[src/rtl/sample_replay_pkg.sv]
// Shared types and constants for the sample replay controller.
package sample_replay_pkg;

  typedef enum logic [2:0] {
    IDLE   = 3'd0,
    MARK   = 3'd1,
    STREAM = 3'd2,
    DRAIN  = 3'd3,
    REWIND = 3'd4,
    FINISH = 3'd5
  } state_e;

  // Quiet cycles after entering MARK before the mark pulse; the FIFO samples
  // its read pointer one cycle late, so the pointer must be stable first.
  localparam int MARK_SETTLE   = 2;
  // Quiet cycles after the rewind pulse before the first pop of a replay.
  localparam int REWIND_SETTLE = 2;
  // Width of the settle counter shared by MARK and REWIND.
  localparam int SETTLE_W      = 2;

endpackage

[src/rtl/smp_out_buf.sv]
// Small register FIFO with first-word fall-through that holds samples
// returned by sample_fifo until the tree engine accepts them.
module smp_out_buf #(
  parameter  int WIDTH = 16,
  parameter  int DEPTH = 4,
  localparam int CNT_W = $clog2(DEPTH + 1)
) (
  input  logic             clk,
  input  logic             rst_n,
  input  logic             push,
  input  logic [WIDTH-1:0] push_data,
  input  logic             pop,
  output logic [WIDTH-1:0] head_data,
  output logic             head_vld,
  output logic [CNT_W-1:0] count
);

  localparam int PTR_W = (DEPTH > 1) ? $clog2(DEPTH) : 1;

  logic [WIDTH-1:0] mem [DEPTH];
  logic [PTR_W-1:0] wr_ptr;
  logic [PTR_W-1:0] rd_ptr;
  logic [CNT_W-1:0] cnt_q;
  logic             do_pop;

  function automatic logic [PTR_W-1:0] ptr_inc(input logic [PTR_W-1:0] p);
    return (p == PTR_W'(DEPTH - 1)) ? '0 : p + PTR_W'(1);
  endfunction

  assign head_vld  = (cnt_q != '0);
  assign head_data = head_vld ? mem[rd_ptr] : '0;
  assign count     = cnt_q;
  assign do_pop    = pop && head_vld;

  // Pointer and occupancy bookkeeping; simultaneous push and pop keep the count.
  // NOTE: sequential state uses non-blocking assignments so every register samples pre-edge values.
  always_ff @(posedge clk) begin
    if (!rst_n) begin
      wr_ptr <= '0;
      rd_ptr <= '0;
      cnt_q  <= '0;
    end else begin
      if (push)   wr_ptr <= ptr_inc(wr_ptr);
      if (do_pop) rd_ptr <= ptr_inc(rd_ptr);
      case ({push, do_pop})
        2'b10:   cnt_q <= cnt_q + CNT_W'(1);
        2'b01:   cnt_q <= cnt_q - CNT_W'(1);
        default: ;
      endcase
    end
  end

  // Sample storage.
  // NOTE: storage is not reset; head_data is gated by head_vld so stale words never reach the output.
  always_ff @(posedge clk) begin
    if (push) mem[wr_ptr] <= push_data;
  end

  // The pop credit in the controller must make a push into a full buffer impossible.
  always @(posedge clk) begin
    if (rst_n) assert (!(push && (cnt_q == CNT_W'(DEPTH)) && !do_pop));
  end

endmodule

[src/rtl/sample_replay_ctrl.sv]
// Read-side sequencer for sample_fifo: marks a batch, streams it to the tree
// engine, rewinds to replay it for each pass, then moves to the next batch.
module sample_replay_ctrl
  import sample_replay_pkg::*;
#(
  parameter int FIFO_WIDTH = 16,
  parameter int CNT_W      = 12,
  parameter int READ_LAT   = 3,
  parameter int BUF_DEPTH  = 4    // must be at least READ_LAT+1 for full throughput
) (
  input  logic                  clk,
  input  logic                  rst_n,
  input  logic                  i_start,
  input  logic [CNT_W-1:0]      i_batch_len,
  input  logic [CNT_W-1:0]      i_num_passes,
  input  logic [CNT_W-1:0]      i_num_batches,
  input  logic                  i_flush_on_done,
  output logic                  o_fifo_pop,
  output logic                  o_fifo_mark,
  output logic                  o_fifo_rewind,
  output logic                  o_fifo_flush,
  input  logic [FIFO_WIDTH-1:0] i_fifo_front,
  input  logic                  i_fifo_vld,
  input  logic                  i_fifo_empty,
  output logic [FIFO_WIDTH-1:0] o_smp_data,
  output logic                  o_smp_vld,
  input  logic                  i_smp_rdy,
  output logic                  o_smp_last,
  output logic [CNT_W-1:0]      o_pass_idx,
  output logic [CNT_W-1:0]      o_batch_idx,
  output logic                  o_busy,
  output logic                  o_done
);

  localparam int BCNT_W = $clog2(BUF_DEPTH + 1);
  localparam int OCC_W  = $clog2(BUF_DEPTH + READ_LAT + 1);

  state_e               state_q, state_d;
  logic [SETTLE_W-1:0]  settle_q;
  logic [CNT_W-1:0]     len_q, passes_q, batches_q;
  logic                 flush_q;
  logic [CNT_W-1:0]     issued_q, accepted_q, pass_q, batch_q;
  logic [READ_LAT-1:0]  sr_q;

  logic                 sr_tail, dropped;
  logic                 buf_push, buf_pop, buf_vld;
  logic [FIFO_WIDTH-1:0] buf_data;
  logic [BCNT_W-1:0]    buf_count;
  logic [OCC_W-1:0]     occ;
  logic                 stream_done, drain_done, more_passes, more_batches;

  // A pop reaching the end of the latency pipe either returns a word or was
  // silently ignored by the FIFO; ignored pops are handed back to the issue count.
  assign sr_tail  = sr_q[READ_LAT-1];
  assign buf_push = sr_tail && i_fifo_vld;
  assign dropped  = sr_tail && !i_fifo_vld;
  assign buf_pop  = buf_vld && i_smp_rdy;

  // Words that may still land in the buffer plus words already in it.
  assign occ = OCC_W'($countones(sr_q)) + OCC_W'(buf_count);

  assign stream_done  = (issued_q == len_q) && (sr_q == '0);
  assign drain_done   = (buf_count == '0);
  assign more_passes  = pass_q  < (passes_q  - CNT_W'(1));
  assign more_batches = batch_q < (batches_q - CNT_W'(1));

  smp_out_buf #(
    .WIDTH (FIFO_WIDTH),
    .DEPTH (BUF_DEPTH)
  ) u_buf (
    .clk       (clk),
    .rst_n     (rst_n),
    .push      (buf_push),
    .push_data (i_fifo_front),
    .pop       (buf_pop),
    .head_data (buf_data),
    .head_vld  (buf_vld),
    .count     (buf_count)
  );

  assign o_smp_vld   = buf_vld;
  assign o_smp_data  = buf_data;
  assign o_smp_last  = buf_vld && (accepted_q == (len_q - CNT_W'(1)));
  assign o_pass_idx  = pass_q;
  assign o_batch_idx = batch_q;
  assign o_busy      = (state_q != IDLE);

  // State register.
  always_ff @(posedge clk) begin
    if (!rst_n) state_q <= IDLE;
    else        state_q <= state_d;
  end

  // Next-state selection.
  always_comb begin
    state_d = state_q;
    unique case (state_q)
      IDLE:    if (i_start) state_d = MARK;
      MARK:    if (settle_q == SETTLE_W'(MARK_SETTLE)) state_d = STREAM;
      STREAM:  if (stream_done) state_d = DRAIN;
      DRAIN:   if (drain_done) state_d = more_passes  ? REWIND :
                                         more_batches ? MARK   : FINISH;
      REWIND:  if (settle_q == SETTLE_W'(REWIND_SETTLE)) state_d = STREAM;
      FINISH:  state_d = IDLE;
      default: state_d = IDLE;
    endcase
  end

  // FIFO control pulses and job-done pulse decoded from the current state.
  // NOTE: every output gets a default first so no latch is inferred.
  always_comb begin
    o_fifo_pop    = 1'b0;
    o_fifo_mark   = 1'b0;
    o_fifo_rewind = 1'b0;
    o_fifo_flush  = 1'b0;
    o_done        = 1'b0;
    case (state_q)
      MARK:    o_fifo_mark   = (settle_q == SETTLE_W'(MARK_SETTLE));
      STREAM:  o_fifo_pop    = !i_fifo_empty && (issued_q < len_q) &&
                               (occ < OCC_W'(BUF_DEPTH));
      REWIND:  o_fifo_rewind = (settle_q == '0);
      FINISH: begin
        o_fifo_flush = flush_q;
        o_done       = 1'b1;
      end
      default: ;
    endcase
  end

  // Settle counter: restarts on every state change, counts inside MARK/REWIND.
  always_ff @(posedge clk) begin
    if (!rst_n)                                   settle_q <= '0;
    else if (state_d != state_q)                  settle_q <= '0;
    else if (state_q == MARK || state_q == REWIND) settle_q <= settle_q + SETTLE_W'(1);
  end

  // Job parameters captured when a job starts.
  always_ff @(posedge clk) begin
    if (!rst_n) begin
      len_q     <= '0;
      passes_q  <= '0;
      batches_q <= '0;
      flush_q   <= 1'b0;
    end else if (state_q == IDLE && i_start) begin
      len_q     <= i_batch_len;
      passes_q  <= i_num_passes;
      batches_q <= i_num_batches;
      flush_q   <= i_flush_on_done;
    end
  end

  // Pass/batch position and per-pass issue/accept counts.
  always_ff @(posedge clk) begin
    if (!rst_n) begin
      pass_q     <= '0;
      batch_q    <= '0;
      issued_q   <= '0;
      accepted_q <= '0;
    end else begin
      if (state_q == IDLE && i_start) begin
        pass_q  <= '0;
        batch_q <= '0;
      end else if (state_q == DRAIN && drain_done) begin
        if (more_passes) begin
          pass_q <= pass_q + CNT_W'(1);
        end else if (more_batches) begin
          batch_q <= batch_q + CNT_W'(1);
          pass_q  <= '0;
        end
      end

      if (state_q == STREAM) issued_q <= issued_q + CNT_W'(o_fifo_pop) - CNT_W'(dropped);
      else                   issued_q <= '0;

      if (state_q == STREAM || state_q == DRAIN) begin
        if (buf_pop) accepted_q <= accepted_q + CNT_W'(1);
      end else begin
        accepted_q <= '0;
      end
    end
  end

  // Latency pipe tracking which cycles should bring a word back from the FIFO.
  always_ff @(posedge clk) begin
    if (!rst_n) begin
      sr_q <= '0;
    end else begin
      sr_q[0] <= o_fifo_pop;
      for (int i = 1; i < READ_LAT; i++) sr_q[i] <= sr_q[i-1];
    end
  end

  // A returned word with no matching pop means the FIFO and controller disagree.
  always @(posedge clk) begin
    if (rst_n) assert (!(i_fifo_vld && !sr_tail));
  end

endmodule

[config.mk]
export PLATFORM = sky130hd
export DESIGN_NAME = sample_replay_ctrl
export DESIGN_NICKNAME = d
export VERILOG_FILES = /design/src/rtl/sample_replay_pkg.sv /design/src/rtl/smp_out_buf.sv /design/src/rtl/sample_replay_ctrl.sv
export SDC_FILE = /design/constraint.sdc
export NUM_CORES = 1
export LEC_CHECK = 0
export BUFFER_PORTS_ARGS = -buffer_cell sky130_fd_sc_hd__buf_2
export CORE_MARGIN = 2
export CORE_UTILIZATION = 63
export DETAILED_ROUTE_END_ITERATION = 12
export MAX_ROUTING_LAYER = met4
export PLACE_DENSITY_LB_ADDON = 0.05
export SYNTH_ARGS = -nofsm -noshare
export SYNTH_HDL_FRONTEND = slang
export SYNTH_SLANG_ARGS = --single-unit
[constraint.sdc]
create_clock -name clk -period 8.1 [get_ports clk]
set_input_delay 0.81 -clock clk [delete_from_list [all_inputs] [get_ports clk]]
set_output_delay 0.81 -clock clk [all_outputs]
set_load 0.01 [all_outputs]
==> results.md <==
- Routed wl met3: roughly 950 µm
- Worst EP required: approximately 8.4 ns
- Worst-Margin Slew: roughly 1.1 ns
- Critical path arrival: a little over 4 ns
- PortBufs: approximately 110
- Die height: about 120 µm
- Synth warn: 0
- Fin. Hold Viols: 0
- Power Dens Cells: around 190 nW/µm²
- Setup tns final: 0 ns
- Post-synth top area cell: dfxtp_1
- DRC: 0
- Clock Sinks: 166
- Via density per instance: between 5 and 6
- Sequential area share after synthesis: between 40% and 50%
- GPL Wtd Cong: around 0.90
- Layout filler cell count: a little over 1000
- FMAX: 268 MHz
- Core Rows: 43
- Slew Viols, Final: 0
- CTS tree: done
- Worst Hold Class: reg2reg
- Deepest clock path buffer count: 2
- Post-DP HPWL: 14600 µm
- Async set-or-reset flop fraction in the synthesized netlist: 0%
- Tot Pwr: between 1.5 and 2 mW
- Met1 WL: ~8500 µm
- Nets@finish: 1117
- Fin Clk Skew: about 0.0069 ns
- Worst-case vdd ir drop: 142 µV
- Yosys reg bits: ~170
- CP max FO: 20
- Avg Cell Area, Syn: 9.83 µm²
- Comb pwr share: between 10% and 20%
- Clk slew on worst S/H paths: 0.07 ns
- Ranking of synthesized cells by area: dfxtp_1 23%, edfxtp_1 22%, ha_1 8.8%
- Switching part of the total: between 20% and 30%
- CTS buffer count: 17
- Syn Nets: roughly 1000
- Vias in the first global route: 6632
- PnR worst setup slack: about 4.4 ns
- Area of the multi-input gates: about 4600 µm²
- FF+latch area: approximately 4000 µm²
- Max_slew headroom: between 20% and 30%
- Via count: a little under 7000
- Grt ovf: 0
- RSZ-0062 raised after global routing: false
- Routed Antenna Nets: 0
- Final Util: between 70% and 80%
- Seq pwr share: a little under half
- Max-cap violations: 0
- CP Capture Type: register
- Design Area, Final: ~10000 µm²
- Synth Cell Area: 8860 µm²
- Antenna violations before repair: 0
- Post-synth top flop: dfxtp_1
- CTS root buf: clkbuf_16
- Clock latency on the worst-skew pair: ~0.43 ns
- H-tree level count: 4
- Dpl ws: 4.44 ns
- Top Ports: 107
- Hold_buf cts: 0
- Area share of the leading cell type in the synthesized netlist: roughly 23%
- Worst R2R Setup Slack: about 4.4 ns
- Top sig layer: met4
- Pre-antenna DRT Iters: 5
- Drt initial violations: 450
- Cell variety after synth: 56
- Number of synthesized flops with an enable pin: between 60 and 70
- Clock Power Share: 41.8%
- Post_cts resized: 0
- Critical path type: reg2reg
- Cells after Synth: between 900 and 1000
- Leak pwr: between 3 and 4 nW
- First-pass GRT wire length: approximately 32000 µm
- Final setup viols: 0
- Core area: between 10000 and 15000 µm²
- Full die area: about 15000 µm²
- Largest net degree at the start of global routing: 56
- Crit path time final: roughly 3.7 ns
- Dpl cell area: about 9500 µm²
- Area grow syn2layout: 13.6%
- Post-route clock period utilization: between 40% and 50%
- Layout cell share with drive strength beyond 1: 16.4%
- Internal power: about 1.4 mW
- Final wirelength: 19800 µm
- Total global-route track usage: between 20% and 30%
- Initial core utilization: between 60 and 70%
- ANT cells: 0
- # Post-CTS Setup Buffers: 0
- Metal2 WL: between 9000 and 10000 µm
- Outcome: completed
- Avg WL per Cell: about 17 µm
- Startpoint Class: register
- Chip width: between 100 and 150 µm
- P_sw: 0.479 mW
-- power groups by stage --
stage               Clock [mW]  Sequential [mW]  Combinational [mW]
floorplan                    0            0.909               0.136
global placement             0            0.913               0.177
detailed placement           0            0.913               0.190
CTS                      0.796            0.895               0.191
global route             0.828            0.897               0.218
finish                   0.783            0.895               0.193
-- cells by family after synthesis --
| family | Yosys count | synth area share, % |
|---|---|---|
| and+or+nand+nor | 336 | 19.1 |
| AOI/OAI and AO/OA | 167 | 12.6 |
| DFF | 166 | 44.8 |
| buffers and inverters | 88 | 3.81 |
| adders and majority gates | 65 | 9.44 |
| xor gates and xnor gates | 60 | 5.93 |
| muxes | 19 | 4.41 |
-- final cells by class --
class	instances	area share [%]
Inverter	51	1.90
Tap cell	180	2.24
Multi-Input combinational cell	647	45.3
Clock buffer	17	4.23
Timing Repair Buffer	110	5.57
Sequential cell	166	39.4
Clock inverter	15	1.41
-- metal layers --
layer	vias up	track usage, %
li1	3407	-
met1	3316	35.2
met2	203	47.2
met3	31	4.79
met4	0	8.91
met5	-	-
-- stage by stage --
| stage | cells | hold slack, ns |
|---|---|---|
| 2_1_floorplan | 901 | 0.430 |
| 3_3_place_gp | 1154 | 0.440 |
| 3_5_place_dp | 1154 | 0.445 |
| 4_1_cts | 1186 | 0.462 |
| 5_1_grt | 1186 | 0.481 |
| 6_report | 1186 | 0.457 |
-- worst max-delay path, cell delays in order, from the launching register on --
cell and delay [ns]:
dfxtp_1 0.35, nor4_1 0.38, nand2_1 0.16, nor4_1 0.25, xnor2_1 0.11, ha_1 0.31, and4_1 0.26, nand4_1 0.10
o21ai_0 0.51, a211o_1 0.51, nand3_1 0.41, a21oi_1 0.28
-- path summary, 6_finish.rpt --
check,startpoint,end,depth (start not counted)
max,batches_q[2]$_SDFFE_PN0P_,o_pass_idx[6]$_SDFFE_PP0P_,11
min,sr_q[1]$_SDFF_PN0_,sr_q[2]$_SDFF_PN0_,1
max reg2reg,batches_q[2]$_SDFFE_PN0P_,o_pass_idx[6]$_SDFFE_PP0P_,11
min reg2reg,sr_q[1]$_SDFF_PN0_,sr_q[2]$_SDFF_PN0_,1
-- Yosys cell counts, types with 23 or more instances --
cell      number
nand2_1      125
dfxtp_1      102
edfxtp_1      64
ha_1          62
inv_1         50
nor2_1        45
a21boi_0      42
a21oi_1       37
xnor2_1       36
clkbuf_1      32
and2_1        28
o21ai_0       26
xor2_1        24
nand3_1       23
nor3_1        23
-- sequential cells by signal, indices dropped and copies added, names as in the netlist, 3 cells and up, named ones only --
name         cells
accepted_q      12
batches_q       12
issued_q        12
len_q           12
o_batch_idx     12
o_pass_idx      12
passes_q        12
sr_q             3
state_q          3
u_buf.count      3
u_buf.mem       64
-- cells in the final DEF, fill, tap and decap left out, types with 9 or more instances in the layout --
cell	count
a21boi_0	42
a21oi_1	37
and2_1	28
and3_1	18
buf_2	106
clkbuf_16	17
dfxtp_1	102
edfxtp_1	64
ha_1	62
inv_1	50
mux4_2	16
nand2_1	125
nand3_1	23
nand4_1	11
nor2_1	45
nor2b_1	9
nor3_1	23
o21a_1	10
o21ai_0	26
o31ai_1	14
or3_1	11
or4_1	16
xnor2_1	36
xor2_1	24
(Power assumes the default switching activity.)
